`config.mk`:
```
export PLATFORM = sky130hd
export DESIGN_NAME = oam_dma_controller
export DESIGN_NICKNAME = d
export VERILOG_FILES = /design/src/rtl/oam_dma_controller.sv
export SDC_FILE = /design/constraint.sdc
export NUM_CORES = 1
export LEC_CHECK = 0
export ABC_AREA = 1
export CORE_ASPECT_RATIO = 0.5
export CORE_MARGIN = 5
export CORE_UTILIZATION = 44
export DETAILED_ROUTE_END_ITERATION = 10
export PLACE_DENSITY_LB_ADDON = 0.08
export SLEW_MARGIN = 20
export SYNTH_ARGS = -nofsm -noshare
export SYNTH_HDL_FRONTEND = slang
export SYNTH_SLANG_ARGS = --single-unit
```
`constraint.sdc`:
```
create_clock -name CLK -period 1.6 [get_ports CLK]
set_input_delay 0.24 -clock CLK [delete_from_list [all_inputs] [get_ports CLK]]
set_output_delay 0.24 -clock CLK [all_outputs]
set_load 0.02 [all_outputs]
```
`src/rtl/oam_dma_controller.sv`:
```
// oam_dma_controller
//   Sequences the sprite DMA started by a CPU write to DMA_REG_ADDR. It copies
//   the 256-byte CPU page {page,00}..{page,FF} into OAM using alternating
//   read/write cycles. It holds the memory port, and so stalls the CPU, for
//   513 or 514 cycles, depending on the bus parity at the trigger.
//
// Ports
//   CLK, RESET              clock; synchronous active-high reset
//   cpu_w, cpu_address,     snooped CPU write bus
//   cpu_data
//   oam_start               current OAMADDR, sampled at trigger
//   mem_data                cpu_memory read data, valid in the read cycle
//   dma_active              DMA owns the memory port (CPU RDY low)
//   mem_r, mem_address      read request to cpu_memory
//   oam_w, oam_address,     OAM write port
//   oam_data
//
// state  | meaning
// -------+-----------------------------------------------------------
// IDLE   | waiting for a write to DMA_REG_ADDR
// ALIGN  | first dummy cycle; skips ALIGN2 when already on odd parity
// ALIGN2 | extra dummy cycle so that reads land on even parity
// READ   | mem_r asserted for {page,idx}; byte latched at the edge
// WRITE  | oam_w asserted for base+idx; ends after idx == last index
module oam_dma_controller #(
  parameter logic [15:0] DMA_REG_ADDR = 16'h4014,
  parameter int          OAM_BYTES    = 256
) (
  input  logic        CLK,
  input  logic        RESET,
  input  logic        cpu_w,
  input  logic [15:0] cpu_address,
  input  logic [7:0]  cpu_data,
  input  logic [7:0]  oam_start,
  input  logic [7:0]  mem_data,
  output logic        dma_active,
  output logic        mem_r,
  output logic [15:0] mem_address,
  output logic        oam_w,
  output logic [7:0]  oam_address,
  output logic [7:0]  oam_data
);

  localparam logic [7:0] LAST_IDX = 8'(OAM_BYTES - 1);

  typedef enum logic [2:0] {IDLE, ALIGN, ALIGN2, READ, WRITE} state_t;

  state_t      state, state_n;
  logic        par;
  logic [7:0]  page, base, idx, idx_rd;
  logic        trigger;

  logic        dma_active_d, mem_r_d, oam_w_d;
  logic [15:0] mem_address_d;
  logic [7:0]  oam_address_d, oam_data_d;

  assign trigger = (state == IDLE) && cpu_w && (cpu_address == DMA_REG_ADDR);

  // State register. Outputs are registered from next-state decode so the
  // strobes and dma_active come straight off flops.
  always_ff @(posedge CLK) begin
    if (RESET) begin
      state       <= IDLE;
      par         <= 1'b0;
      page        <= 8'h00;
      base        <= 8'h00;
      idx         <= 8'h00;
      dma_active  <= 1'b0;
      mem_r       <= 1'b0;
      oam_w       <= 1'b0;
      mem_address <= 16'h0000;
      oam_address <= 8'h00;
      oam_data    <= 8'h00;
    end else begin
      state       <= state_n;
      par         <= ~par;
      dma_active  <= dma_active_d;
      mem_r       <= mem_r_d;
      oam_w       <= oam_w_d;
      mem_address <= mem_address_d;
      oam_address <= oam_address_d;
      oam_data    <= oam_data_d;
      if (trigger) begin
        page <= cpu_data;
        base <= oam_start;
        idx  <= 8'h00;
      end else if (state == WRITE && idx != LAST_IDX) begin
        idx <= idx + 8'd1;
      end
    end
  end

  always_comb begin
    state_n = state;
    case (state)
      IDLE:    if (trigger) state_n = ALIGN;
      ALIGN:   state_n = par ? READ : ALIGN2;
      ALIGN2:  state_n = READ;
      READ:    state_n = WRITE;
      WRITE:   state_n = (idx == LAST_IDX) ? IDLE : READ;
      default: state_n = IDLE;
    endcase
  end

  // Values loaded into the output flops at the coming edge. A READ entered
  // from WRITE uses the index the WRITE is about to advance to.
  always_comb begin
    dma_active_d  = (state_n != IDLE);
    mem_r_d       = (state_n == READ);
    oam_w_d       = (state_n == WRITE);
    idx_rd        = (state == WRITE) ? idx + 8'd1 : idx;
    mem_address_d = mem_address;
    oam_address_d = oam_address;
    oam_data_d    = oam_data;
    if (state_n == READ) mem_address_d = {page, idx_rd};
    if (state == READ) begin
      oam_address_d = base + idx;
      oam_data_d    = mem_data;
    end
  end

endmodule

```
== Word-level counts from Yosys, hierarchy flattened ==
Cells that the tools add are included.
W data, S select, Z words.

* Bits in registers: 63
* Input bits: 43

* Add/sub/neg operators: 2
* Bitwise operators: 1
* Eq/ne operators: 9
* Multiplexer cells: 5
* Reductions and logical operators: 6

{| class="wikitable"
|+ Operators by type and width
! kind !! number
|-
| $eq A16 B15 Y1 const B || 1
|-
| $pmux W3 S5 || 1
|-
| $eq A3 B2 Y1 const B || 3
|-
| $add A8 B1 Y8 const B || 1
|-
| $add A8 B8 Y8 || 1
|-
| $eq A8 B8 Y1 const B || 1
|-
| $mux W8 || 1
|-
| $ne A8 B8 Y1 const B || 1
|-
| $eq A3 B3 Y1 const B || 2
|-
| $eq A3 B1 Y1 const B || 1
|-
| $logic_and A1 B1 Y1 || 3
|-
| $logic_not A3 Y1 || 1
|-
| $mux W3 || 1
|-
| $reduce_bool A3 Y1 || 1
|-
| $mux W2 || 1
|-
| $reduce_or A2 Y1 || 1
|-
| $mux W1 || 1
|-
| $not A1 Y1 || 1
|}

== Logic depth before layout (Yosys ltp) ==
* Depth in word-level cells: 6
* Depth in mapped cells: 10

== Least setup slack after synthesis ==
Ideal clock, no wire load.

* Path type: flip-flop to flip-flop
* From: register idx[0]
* To: register oam_address[4]
* Library setup time: 0.115 ns
* Data arrival time: 1.414 ns
* Clock period less this slack: 1.530 ns
* Stages on the path, launching flop included: 9
* Path buffers: 0
* Slack: 0.070 ns
* Required time: 1.485 ns
* Cell sequence: dfxtp_1 > ha_1 > inv_1 > fa_1 > nor2_1 > nor2_1 > xnor2_1 > o21ai_0 > inv_1

* Longest elaborated chain between the ends: 1

{| class="wikitable"
|+ RTL lines
! what !! RTL line !! RTL
|-
| start, declared || 50 || <nowiki>logic [7:0] page, base, idx, idx_rd;</nowiki>
|-
| start signal, assigned || 88 || <nowiki>idx <= idx + 8'd1;</nowiki>
|-
| $add A8 B8 Y8 || 117 || <nowiki>oam_address_d = base + idx;</nowiki>
|-
| end signal, assigned || 81 || <nowiki>oam_address <= oam_address_d;</nowiki>
|-
| end, declared || 40 || <nowiki>output logic [7:0] oam_address,</nowiki>
|}

No other way between the ends.
A chain may end at the register's enable or synchronous reset.

== Worst setup path in the final report ==
* From: register mem_address[13]
* To: output port mem_address[13]

{| class="wikitable"
|+ RTL lines
! what !! RTL line !! RTL
|-
| start, declared || 38 || <nowiki>output logic [15:0] mem_address,</nowiki>
|-
| start signal, assigned || 80 || <nowiki>mem_address <= mem_address_d;</nowiki>
|}

No word-level cell between the ends.

==> qor_table.md <==
| Result | Reported | Unit |
|---|---|---|
| Outcome | complete, no violations | - |
| Root Driver | clkbuf_16 | - |
| Flip-flop and latch area | 1260 | um2 |
| Vias in the first global route | 2754 | - |
| Initial core utilization | 45.7 | % |
| Number of synthesized flops with an enable pin | 0 | - |
| Number of nets at the end of the flow | 603 | - |
| Post-synthesis cell area | 3080 | um2 |
| Final estimated routing congestion in global placement | 0.863 | - |
| Family of cells with the greatest summed delay on the critical path | buffers and inverters | - |
| Data required time of the worst path | 1.36 | ns |
| Maximum fanout along the worst path | 2 | - |
| Non-filler cells, final | 648 | - |
| Vias per std cell | 4.57 | - |
| Floorplan die width | 128 | um |
| Worst IR Drop VDD | 593 | uV |
| Detail-routed net length per standard cell | 11.9 | um |
| Tightest Pin Transition | 0.297 | ns |
| Longest individual stage delay on the worst path | 0.63 | ns |
| Hold Crit Class | flip-flop to flip-flop | - |
| Slowest-stage cell, CP | clkdlybuf4s50_1 | - |
| Crit-path cells | clkdlybuf4s50_1 | - |
| Leading cell type in the layout, fill and taps excluded | nor2_1 | - |
| Total buffers and inverters traversed by the critical path | 1 | - |
| Setup crit start kind | flip-flop | - |
| Share of layout cells above drive strength 1 | 10.6 | % |
| Clock tree skew after final layout | 0.00307 | ns |
| Primary flip-flop cell chosen by synthesis mapping | dfxtp_1 | - |
| Maximum achievable frequency | 645 | MHz |
| Port Buffer Count | 77 | - |
| DP Cell Count | 631 | - |
| Number of synthesized register bits | 63 | - |
| Setup repair after global routing missed its margin | no | - |
| Detailed Route Iter0 Violations | 156 | - |
| First drt pass iteration count | 4 | - |
| Per-instance average area after synthesis | 6.82 | um2 |
| Routed WL | 7720 | um |
| GR Util All Layers | 18.1 | % |
| Normalized max-slew margin | 80.1 | % |
| Initial antenna violation count | 0 | - |
| Largest buffer count on any clock path | 2 | - |
| Placed wire-length estimate after detailed placement | 5710 | um |
| Count of yosys warnings during synthesis | 0 | - |
| Post-route worst hold slack | 0.414 | ns |
| Core Footprint | 6730 | um2 |
| PwrDens | 835 | nW/um2 |
| DRT antenna net count | 0 | - |
| CTS H-tree depth | 3 | - |
| Share of the core filled with cells | 65.9 | % |
| Multi-input gate area in the final layout | 1510 | um2 |
| Final routed DRC violation total | 0 | - |
| Final hold violations | 0 | - |
| Number of distinct library cells after synthesis | 30 | - |
| Leakage power figure | 0.00205 | uW |
| Category of the worst setup path capture point | primary output | - |
| Clock edge transition at the registers on the reported setup and hold paths | 0.05 | ns |
| Max-slew violation total from the final report | 0 | - |
| Share of synthesized area occupied by flip-flops and latches | 41.0 | % |
| Number of antenna repair diodes | 0 | - |
| Vias | 2962 | - |
| Overall die area | 8860 | um2 |
| Ys async rst share | 0 | % |
| Top library cells by usage in the layout, fill and taps aside | 114 x nor2_1, 87 x nand2_1, 77 x clkdlybuf4s50_1, 60 x dfxtp_1, 54 x inv_1 | - |
| Die Span Y | 69.1 | um |
| Data arrival time of the worst path | 1.31 | ns |
| Number of maximum-capacitance constraint violations | 0 | - |
| Clock tree from TritonCTS | built | - |
| Total congestion overflow after global routing | 0 | - |
| Crit path kind | flip-flop to primary output | - |
| Number of clock sinks | 63 | - |
| Clock latency at the later pin of the worst-skew pair | 0.33 | ns |
| Final sum of negative setup slack | 0 | ns |
| Fin crit period | 1.55 | ns |
| Post-route clock period utilization | 96.9 | % |
| Gate count after technology mapping | 451 | - |
| Largest net degree at the start of global routing | 35 | - |
| Cts bufs inserted | 9 | - |
| Setup violators final | 0 | - |
| Syn_nets | 503 | - |
| Final-layout fill cell count | 651 | - |
| Wire length of the first global-routing pass | 13000 | um |
| I/O pin cnt | 78 | - |
| Synth-to-layout area growth | 44.1 | % |
| Cell Rows | 21 | - |
registers in the layout (all words and copies together) (netlist names):
name         cells
mem_address     16
base             8
idx              8
oam_address      8
oam_data         8
page             8
state            3
dma_active       1
mem_r            1
oam_w            1
par              1
per-layer routing:
| metal | vias to the layer above | track usage (%) | share of wire, % |
|---|---|---|---|
| li1 | 1609 | - | - |
| met1 | 1266 | 25.9 | 52 |
| met2 | 83 | 25.9 | 39 |
| met3 | 4 | 6.64 | 8.3 |
| met4 | 0 | 3.88 | 0.48 |
| met5 | - | 0 | 0 |
stage by stage:
stage          area (um2)  total power [uW]  setup slack [ns]
2_1_floorplan        3080              1660            0.0701
3_3_place_gp         4100              1800            0.0165
3_5_place_dp         4100              1800           0.00655
4_1_cts              4400              3730            0.0268
5_1_grt              4430              3830            0.0139
6_report             4430              3700            0.0491
cells in the mapped netlist, drive strengths merged, types with 2 or more instances:
cell type / number / share of area (%)
nor2: 117 / 15
nand2: 90 / 12
dfxtp: 63 / 41
inv: 56 / 7.0
o21ai: 28 / 4.6
nand3: 23 / 3.9
nand4: 19 / 3.9
a21oi: 15 / 2.4
buf: 9 / 2.4
ha: 8 / 3.3
clkbuf: 7 / 0.85
xnor2: 4 / 1.1
nand3b: 3 / 0.73
xor2: 3 / 0.85
or2: 2 / 0.41
repair_timing:
item / 4_1_cts / 5_1_grt
endpoints found under the setup margin: 0 / 28
setup buffers: 0 / 1
gates resized for setup: 0 / 13
hold buffers: 0 / 0
worst paths after layout:
check / startpoint / to / slack, ns / cells after the start
min: par / par / 0.41 / 1
max: mem_address[13] / mem_address[13] / 0.05 / 1
max reg2reg: idx[1] / idx[7] / 0.13 / 9
min reg2reg: par / par / 0.41 / 1
final cells by class:
cell class                      count  share of cell area [%]
Clock buffer                        9                    5.08
Clock inverter                      7                    1.64
Inverter                           57                    5.11
Multi-Input combinational cell    315                    34.0
Sequential cell                    63                    28.5
Tap cell                           92                    2.60
Timing Repair Buffer              105                    23.0
logic make-up after synthesis:
family / after synthesis / share of synthesized area, %
AND/OR/NAND/NOR: 255 / 35.5
XOR/XNOR: 7 / 1.99
buffers and inverters: 73 / 10.4
adder cells (fa/ha/maj): 9 / 3.91
AO/OA/AOI/OAI: 44 / 7.24
flip-flops: 63 / 41.0
power by group:
group	total, uW	internal, uW	switching [uW]	leakage, uW
sequential	1570	1570	1.02	0.000509
clock	1930	1210	726	0.000142
combinational	195	122	72.9	0.00140
No activity file was read; power rests on OpenSTA's default activity.
